`src/rtl/uart_tx_pkg.sv`:
```
// Shared definitions for the UART transmitter: shifter states, register map, status layout.
// Latency: n/a (types, constants and a pure helper function only).
// Backpressure: n/a.
package uart_tx_pkg;

    // Shifter states; the encoding is fixed so it can be read out in debug views.
    typedef enum logic [1:0] {
        S_IDLE  = 2'd0,
        S_START = 2'd1,
        S_DATA  = 2'd2,
        S_STOP  = 2'd3
    } tx_state_t;

    // Register offsets selected by the single address bit.
    localparam logic REG_DATA   = 1'b0;
    localparam logic REG_STATUS = 1'b1;

    // Bit positions inside the STATUS register.
    localparam int STAT_FULL  = 0;
    localparam int STAT_EMPTY = 1;
    localparam int STAT_BUSY  = 2;

    // Build the STATUS byte; unused upper bits read as zero.
    function automatic logic [7:0] pack_status(input logic full,
                                               input logic empty,
                                               input logic busy);
        logic [7:0] s;
        s             = '0;
        s[STAT_FULL]  = full;
        s[STAT_EMPTY] = empty;
        s[STAT_BUSY]  = busy;
        return s;
    endfunction

endpackage

```
`src/rtl/uart_tx_if.sv`:
```
// CPU bus slave port of the UART: read/write request with one-cycle ready pulses.
// Latency: ready_r / ready_w arrive one cycle after the request is sampled.
// Backpressure: the slave withholds ready_w while it cannot take a write.
interface uart_tx_if;
    logic       read;
    logic       write;
    logic       ready_r;
    logic       ready_w;
    logic       address;
    logic [7:0] data_in;
    logic [7:0] data_out;

    modport master (
        output read, write, address, data_in,
        input  ready_r, ready_w, data_out
    );

    modport slave (
        input  read, write, address, data_in,
        output ready_r, ready_w, data_out
    );
endinterface

```
`src/rtl/fifo_sync.sv`:
```
// Synchronous FIFO with extra-MSB pointers; head entry visible combinationally on dout.
// Latency: a pushed entry is visible on dout the cycle after the push edge.
// Backpressure: push is dropped when full unless a pop happens on the same edge.
module fifo_sync #(
    parameter int width     = 8,
    parameter int size_addr = 2
) (
    input  logic             clk,
    input  logic             reset,
    input  logic             push,
    input  logic             pop,
    input  logic [width-1:0] din,
    output logic [width-1:0] dout,
    output logic             full,
    output logic             empty
);

    localparam int DEPTH = 1 << size_addr;

    logic [width-1:0] mem [DEPTH];
    logic [size_addr:0] wr_ptr;
    logic [size_addr:0] rd_ptr;
    logic do_push;
    logic do_pop;

    // Pointers carry one extra wrap bit so full and empty are distinguishable.
    assign empty = (wr_ptr == rd_ptr);
    assign full  = (wr_ptr[size_addr] != rd_ptr[size_addr]) &&
                   (wr_ptr[size_addr-1:0] == rd_ptr[size_addr-1:0]);

    // A pop on the same edge frees the slot being written, so a full FIFO still accepts.
    assign do_pop  = pop && !empty;
    assign do_push = push && (!full || do_pop);

    assign dout = mem[rd_ptr[size_addr-1:0]];

    // Pointer update; reset clears the FIFO by equalising the pointers.
    always_ff @(posedge clk) begin
        if (reset) begin
            wr_ptr <= '0;
            rd_ptr <= '0;
        end else begin
            if (do_push) wr_ptr <= wr_ptr + 1'b1;
            if (do_pop)  rd_ptr <= rd_ptr + 1'b1;
        end
    end

    // Storage write; contents need no reset because the pointers define validity.
    always_ff @(posedge clk) begin
        if (do_push) mem[wr_ptr[size_addr-1:0]] <= din;
    end

endmodule

```
`src/rtl/uart_tx.sv`:
```
// Bus-mapped 8N1 UART transmitter: bytes written to DATA are queued and sent LSB first.
// Latency: ready_w/ready_r one cycle after the request; tx falls one cycle after the push.
// Backpressure: a DATA write with the FIFO full waits (no ready_w) until the shifter pops.
module uart_tx
    import uart_tx_pkg::*;
#(
    parameter int clk_div   = 16,
    parameter int fifo_addr = 2
) (
    input  logic     clk,
    input  logic     reset,
    uart_tx_if.slave bus,
    output logic     tx
);

    localparam int CW = $clog2(clk_div);
    localparam logic [CW-1:0] BAUD_LAST = CW'(clk_div - 1);

    // FIFO side
    logic       fifo_push;
    logic       fifo_pop;
    logic [7:0] fifo_dout;
    logic       fifo_full;
    logic       fifo_empty;

    // Shifter state and next-state
    tx_state_t       state,   state_nxt;
    logic [CW-1:0]   cnt,     cnt_nxt;
    logic [2:0]      bit_idx, bit_nxt;
    logic [7:0]      shreg,   shreg_nxt;
    logic            tx_q,    tx_nxt;
    logic            baud_done;
    logic            busy;

    // Bus decode
    logic bus_idle;
    logic wr_req;
    logic rd_req;
    logic wr_data;
    logic push_ok;

    // A request is only looked at when no ready pulse is outstanding, which
    // prevents accepting the same request twice while the master drops it.
    assign bus_idle = !(bus.ready_r || bus.ready_w);
    assign wr_req   = bus_idle && bus.write;
    assign rd_req   = bus_idle && bus.read && !bus.write;
    assign wr_data  = wr_req && (bus.address == REG_DATA);

    // A full FIFO still takes the byte if the shifter pops on the same edge.
    assign push_ok   = !fifo_full || fifo_pop;
    assign fifo_push = wr_data && push_ok;

    assign busy      = (state != S_IDLE);
    assign baud_done = (cnt == BAUD_LAST);
    assign tx        = tx_q;

    fifo_sync #(
        .width     (8),
        .size_addr (fifo_addr)
    ) u_fifo (
        .clk   (clk),
        .reset (reset),
        .push  (fifo_push),
        .pop   (fifo_pop),
        .din   (bus.data_in),
        .dout  (fifo_dout),
        .full  (fifo_full),
        .empty (fifo_empty)
    );

    // Bus responses: one-cycle ready pulses; data_out holds the last read value.
    always_ff @(posedge clk) begin
        if (reset) begin
            bus.ready_r  <= 1'b0;
            bus.ready_w  <= 1'b0;
            bus.data_out <= 8'h00;
        end else begin
            bus.ready_r <= 1'b0;
            bus.ready_w <= 1'b0;
            if (wr_req) begin
                // STATUS writes are dropped but still acknowledged so the CPU moves on.
                if (bus.address == REG_STATUS || push_ok) begin
                    bus.ready_w <= 1'b1;
                end
            end else if (rd_req) begin
                bus.ready_r  <= 1'b1;
                bus.data_out <= (bus.address == REG_STATUS)
                                ? pack_status(fifo_full, fifo_empty, busy)
                                : 8'h00;
            end
        end
    end

    // Shifter state register; reset forces the line idle and drops any byte in flight.
    always_ff @(posedge clk) begin
        if (reset) begin
            state   <= S_IDLE;
            cnt     <= '0;
            bit_idx <= '0;
            shreg   <= '0;
            tx_q    <= 1'b1;
        end else begin
            state   <= state_nxt;
            cnt     <= cnt_nxt;
            bit_idx <= bit_nxt;
            shreg   <= shreg_nxt;
            tx_q    <= tx_nxt;
        end
    end

    // Shifter next-state: each state lasts clk_div cycles; the counter restarts
    // at every bit boundary so a STOP->START hand-off leaves no idle gap.
    always_comb begin
        state_nxt = state;
        cnt_nxt   = cnt;
        bit_nxt   = bit_idx;
        shreg_nxt = shreg;
        tx_nxt    = tx_q;
        fifo_pop  = 1'b0;
        case (state)
            S_IDLE: begin
                cnt_nxt = '0;
                tx_nxt  = 1'b1;
                if (!fifo_empty) begin
                    fifo_pop  = 1'b1;
                    shreg_nxt = fifo_dout;
                    tx_nxt    = 1'b0;
                    state_nxt = S_START;
                end
            end
            S_START: begin
                if (baud_done) begin
                    cnt_nxt   = '0;
                    bit_nxt   = 3'd0;
                    tx_nxt    = shreg[0];
                    state_nxt = S_DATA;
                end else begin
                    cnt_nxt = cnt + 1'b1;
                end
            end
            S_DATA: begin
                if (baud_done) begin
                    cnt_nxt = '0;
                    if (bit_idx == 3'd7) begin
                        tx_nxt    = 1'b1;
                        state_nxt = S_STOP;
                    end else begin
                        // Shift out the bit just sent; the next one is shreg[1].
                        bit_nxt   = bit_idx + 3'd1;
                        shreg_nxt = {1'b0, shreg[7:1]};
                        tx_nxt    = shreg[1];
                    end
                end else begin
                    cnt_nxt = cnt + 1'b1;
                end
            end
            S_STOP: begin
                if (baud_done) begin
                    cnt_nxt = '0;
                    if (!fifo_empty) begin
                        fifo_pop  = 1'b1;
                        shreg_nxt = fifo_dout;
                        tx_nxt    = 1'b0;
                        state_nxt = S_START;
                    end else begin
                        tx_nxt    = 1'b1;
                        state_nxt = S_IDLE;
                    end
                end else begin
                    cnt_nxt = cnt + 1'b1;
                end
            end
            default: begin
                state_nxt = S_IDLE;
                tx_nxt    = 1'b1;
            end
        endcase
    end

endmodule
```
`src/flat_wrapper.sv`:
```
// flat-port wrapper written by rule: the top's interface ports become plain ports
module uart_tx_flat import uart_tx_pkg::*;
#(
    parameter int clk_div   = 16,
    parameter int fifo_addr = 2
)
  (clk, reset, tx, bus_read, bus_write, bus_address, bus_data_in, bus_ready_r, bus_ready_w, bus_data_out);
  uart_tx_if bus_i ();
  input  logic clk;
  input  logic reset;
  output logic tx;
  input wire logic [$bits(bus_i.read)-1:0] bus_read;
  input wire logic [$bits(bus_i.write)-1:0] bus_write;
  input wire logic [$bits(bus_i.address)-1:0] bus_address;
  input wire logic [$bits(bus_i.data_in)-1:0] bus_data_in;
  output wire logic [$bits(bus_i.ready_r)-1:0] bus_ready_r;
  output wire logic [$bits(bus_i.ready_w)-1:0] bus_ready_w;
  output wire logic [$bits(bus_i.data_out)-1:0] bus_data_out;
  assign bus_i.read = bus_read;
  assign bus_i.write = bus_write;
  assign bus_i.address = bus_address;
  assign bus_i.data_in = bus_data_in;
  assign bus_ready_r = bus_i.ready_r;
  assign bus_ready_w = bus_i.ready_w;
  assign bus_data_out = bus_i.data_out;
  uart_tx #(.clk_div(clk_div), .fifo_addr(fifo_addr)) u_core (.clk(clk), .reset(reset), .bus(bus_i), .tx(tx));
endmodule
```
`config.mk`:
```
export PLATFORM = sky130hd
export DESIGN_NAME = uart_tx_flat
export DESIGN_NICKNAME = d
export VERILOG_FILES = /design/src/rtl/uart_tx_pkg.sv /design/src/rtl/uart_tx_if.sv /design/src/rtl/fifo_sync.sv /design/src/rtl/uart_tx.sv /design/src/flat_wrapper.sv
export SDC_FILE = /design/constraint.sdc
export NUM_CORES = 1
export LEC_CHECK = 0
export ABC_AREA = 1
export BUFFER_PORTS_ARGS = -buffer_cell sky130_fd_sc_hd__buf_4
export CAP_MARGIN = 20
export CELL_PAD_IN_SITES_DETAIL_PLACEMENT = 1
export CELL_PAD_IN_SITES_GLOBAL_PLACEMENT = 1
export CORE_UTILIZATION = 35
export DETAILED_ROUTE_END_ITERATION = 16
export GPL_ROUTABILITY_DRIVEN = 0
export PLACE_DENSITY = 0.66
export SYNTH_ARGS = -nofsm -noshare
export SYNTH_HDL_FRONTEND = slang
export SYNTH_HIERARCHICAL = 1
export SYNTH_SLANG_ARGS = --single-unit
export TNS_END_PERCENT = 100
```
`constraint.sdc`:
```
create_clock -name clk -period 2.2 [get_ports clk]
set_input_delay 0.55 -clock clk [delete_from_list [all_inputs] [get_ports clk]]
set_output_delay 0.55 -clock clk [all_outputs]
set_load 0.02 [all_outputs]
```
==> impl_results.rst <==
.. list-table::
   :header-rows: 1

   * - Metric
     - Value
   * - Number of max-slew violations in the final report
     - 0
   * - Terminus of the critical flop-to-flop path
     - u_core/u_fifo/mem[3][6]
   * - Initial antenna violation count
     - 0
   * - Dpl hpwl
     - 4.87 mm
   * - F_max
     - 482 MHz
   * - Leading cell type in the layout, fill and taps excluded
     - nand2_1
   * - Layout cells sized above 1
     - between 20% and 30%
   * - RSZ-0062 raised after global routing
     - true
   * - Reg2reg setup slack
     - 0.13 ns
   * - # port buffers
     - 18
   * - Xor/xnor cell area share of the yosys netlist
     - about 1.2%
   * - Largest family of logic cells by synthesized area
     - simple AND/OR/NAND/NOR gates
   * - Worst Path Arrival
     - 2.17 ns
   * - Commonest non-fill, non-tap cells in the layout
     - 61 x nand2_1, 52 x nor2_1, 33 x inv_1
   * - Post-detailed-route wirelength per cell
     - around 14 um
   * - First-pass detailed-route iteration total
     - 4
   * - Outcome
     - completed
   * - Total setup buffers inserted after CTS
     - 0
   * - Footprint of the multi-input gates
     - 1190 sq um
   * - Width of the die
     - 93.4 um
   * - Count of hold-fix buffers inserted at cts
     - 0
   * - Average size of a mapped cell
     - 8.91 sq um
   * - Power per Cell Area
     - between 900 and 1000 nW/um^2
   * - Setup slack at placement
     - between 0.01 and 0.015 ns
   * - Post-detailed-route count of antenna-violating nets
     - 0
   * - Number of distinct standard cells referenced by the synthesized netlist
     - 33
   * - Worst path top cell family by delay
     - simple AND/OR/NAND/NOR gates
   * - Area of the die
     - 8720 sq um
   * - Worst Hold Class
     - primary input to register
   * - Post-Synthesis Cell Area
     - 2920 sq um
   * - Critical Path Slowest Stage Cell
     - dfxtp_1
   * - Start of the worst register-to-register path
     - u_core/u_fifo/wr_ptr[0]
   * - Leakage
     - 1.47 nW
   * - Clock-pin slew of the registers on the worst-case setup and hold paths
     - 0.07 ns
   * - Worst hold slack after final layout
     - 0.431 ns
   * - Number of max-cap violations
     - 0
   * - Total area of sequential cells
     - 1590 sq um
   * - Clock Root Buffer
     - clkbuf_8
   * - Count of routing violations after the opening detailed-route iteration
     - 94
   * - Highest ir drop seen on vdd
     - approximately 0.39 mV
   * - Placeable core region
     - 7890 sq um
   * - Nets
     - 391
   * - Number of cells on the worst hold path
     - 1
   * - Maximum number of pins on one net before global-route repair
     - 17
   * - Hold endpoint
     - u_core/u_fifo/mem[0][7]
   * - Antenna diode count
     - 0
   * - Final worst-path setup slack
     - 0.126 ns
   * - Drc violations
     - 0
   * - Critical path buffers and inverters
     - 4
   * - Worst Setup Start Kind
     - register
   * - Library cell appearing most often on the critical path
     - inv_1
   * - Cell-by-cell listing of the critical path
     - xnor2_4 > nand3_4 > inv_1 > inv_1 > nand2_1 > nor2_1 > nand2_1 > nand2_2 > inv_1 > nand4_4 > nand2_4 > nor2_2 > buf_6
   * - Hold Path Origin
     - bus_data_in[7]
   * - Setup-violating endpoint count in the final report
     - 0
   * - Level count of the clock H-tree
     - 3
   * - Portion of netlist area occupied by mux cells
     - 0%
   * - Synthesized instance count
     - 328
   * - Via total after detailed routing
     - about 2200
   * - Req. time, crit path
     - around 2.3 ns
   * - Sequential cell area fraction in the yosys report
     - between 50% and 60%
   * - Sum of overflow across all layers after global routing
     - 0
   * - Final worst-path cycle share
     - 94.3%
   * - Wire length of the first global-routing pass
     - around 11 mm
   * - Worst-case clock skew
     - 0.00873 ns
   * - Power Total
     - ~0.0032 W
   * - Final critical-path required period
     - about 2.1 ns
   * - Standard-cell rows
     - 32
   * - Sort of element at the end of the critical path
     - register
   * - Vias per cell
     - 4.69
   * - Layout overhead on the synthesized area
     - 19.1%
   * - Via count of the first global-routing pass
     - 2268
   * - Number of top-level pins
     - 24
   * - Initial Util
     - 37.1%
   * - Worst skew pair latency
     - 0.33 ns
   * - Clock tree from TritonCTS
     - yes
   * - Compound-cell area share of the yosys netlist
     - under 10%
   * - Clock sink count
     - 63
   * - Crit-path max cell delay
     - approximately 0.44 ns
   * - Total routed wirelength
     - 6.43 mm
   * - Overall track demand over capacity in global routing
     - around 17%
   * - Largest driver fanout on the critical path
     - 8
   * - Flops & latches, synth
     - 63
   * - Bufs on Longest Clock Path
     - 2
   * - Adder-cell share of the synthesized area
     - 5.56%
   * - Number of fill cells in the layout
     - 925
   * - Number of buffers added by the clock tree synthesis step
     - 9
   * - Critical Path Source
     - u_core/u_fifo/wr_ptr[0]
   * - Crit Path Category
     - register to register
   * - Cell depth of the worst flop-to-flop path
     - 13
   * - Die height
     - 93.4 um
   * - Yosys warns
     - 6
   * - Number of hold-slack violations in the final timing report
     - 0
   * - Simple-gate area share of the yosys netlist
     - ~23%
-- state kept, by name, indices dropped and copies added (netlist names), 2 cells and up, named ones only --
name / flops
u_core/bus.data_out: 3
u_core/u_fifo/rd_ptr: 3
u_core/state: 2
u_core/u_fifo/mem: 32
u_core/shreg: 8
u_core/u_fifo/wr_ptr: 3
u_core/cnt: 4
u_core/bit_idx: 3
-- stage by stage --
step	area [sq um]	setup TNS (ns)	util [%]	cells
6_report	3480	0	44.2	472
4_1_cts	3400	0	43.1	472
5_1_grt	3480	-0.895	44.2	472
3_3_place_gp	3230	0	40.9	456
3_5_place_dp	3230	0	40.9	456
2_1_floorplan	2940	0	-	332
-- worst max-delay path by stage --
stage	end	slack, ns	depth (start not counted)
detailed placement	u_core/u_fifo/mem[1][2]	0.01	15
floorplan	u_core/u_fifo/mem[0][0]	0.03	14
CTS	u_core/u_fifo/mem[1][6]	0.02	15
global placement	u_core/u_fifo/mem[1][5]	0.13	15
global route	u_core/u_fifo/mem[2][0]	-0.05	15
finish	u_core/u_fifo/mem[3][6]	0.13	13
-- where the power goes --
part	internal, W	switching [W]	total, W
Clock	0.000408	0.000462	0.000870
Sequential	0.00135	0.0000635	0.00141
Combinational	0.000362	0.000590	0.000953
-- worst reg2reg max path, delay by kind of cell, from the launching register on --
family / cells / cell delay (ns)
buffers and inverters: 4 / 0.42
flip-flops: 1 / 0.44
XOR/XNOR: 1 / 0.18
AND/OR/NAND/NOR: 8 / 0.80
-- kinds of logic (layout without fill, tap and decap cells) --
logic type	count (synthesis)	after routing
and+or+nand+nor	154	154
AOI/OAI and AO/OA	45	45
other	1	5
xor gates and xnor gates	3	3
adders and majority gates	13	13
buffers and inverters	49	87
DFF	63	63
-- synth_stat cells (all sizes together) --
cell type	count	area (sq um)
xnor2	1	16.3
nor2	59	231
ha	13	163
nand3	19	113
nand4	2	18.8
o21a	1	7.51
o211ai	1	7.51
conb	1	3.75
a21oi	8	40.0
clkinv	1	3.75
o22ai	8	50.1
buf	9	67.6
clkbuf	1	13.8
o21bai	1	7.51
edfxtp	32	961
inv	38	143
xor2	2	17.5
nand3b	3	22.5
dfxtp	31	621
nor3b	1	7.51
nand2	70	275
o21ai	26	134
-- timing repair --
item	in CTS	in global routing
pin swaps	0	2
gates resized for setup	2	24
endpoints found under the setup margin	17	35
gates cloned	0	0
-- layout make-up --
cell class	instances	area share, %
multi-input combinational	220	34.3
tap	102	3.66
clock inverter	7	1.36
timing repair buffer	32	7.33
sequential	63	45.6
inverter	39	4.20
clock buffer	9	3.56
-- metal layers --
| layer | vias up | wire length [um] | GRT usage (%) |
|---|---|---|---|
| met5 | - | 0 | 0 |
| met2 | 32 | 3050 | 26.7 |
| li1 | 1140 | - | - |
| met1 | 1042 | 3140 | 21.4 |
| met4 | 0 | 38 | 5.77 |
| met3 | 2 | 199 | 4.39 |
Power figures use the tool's default switching activity.
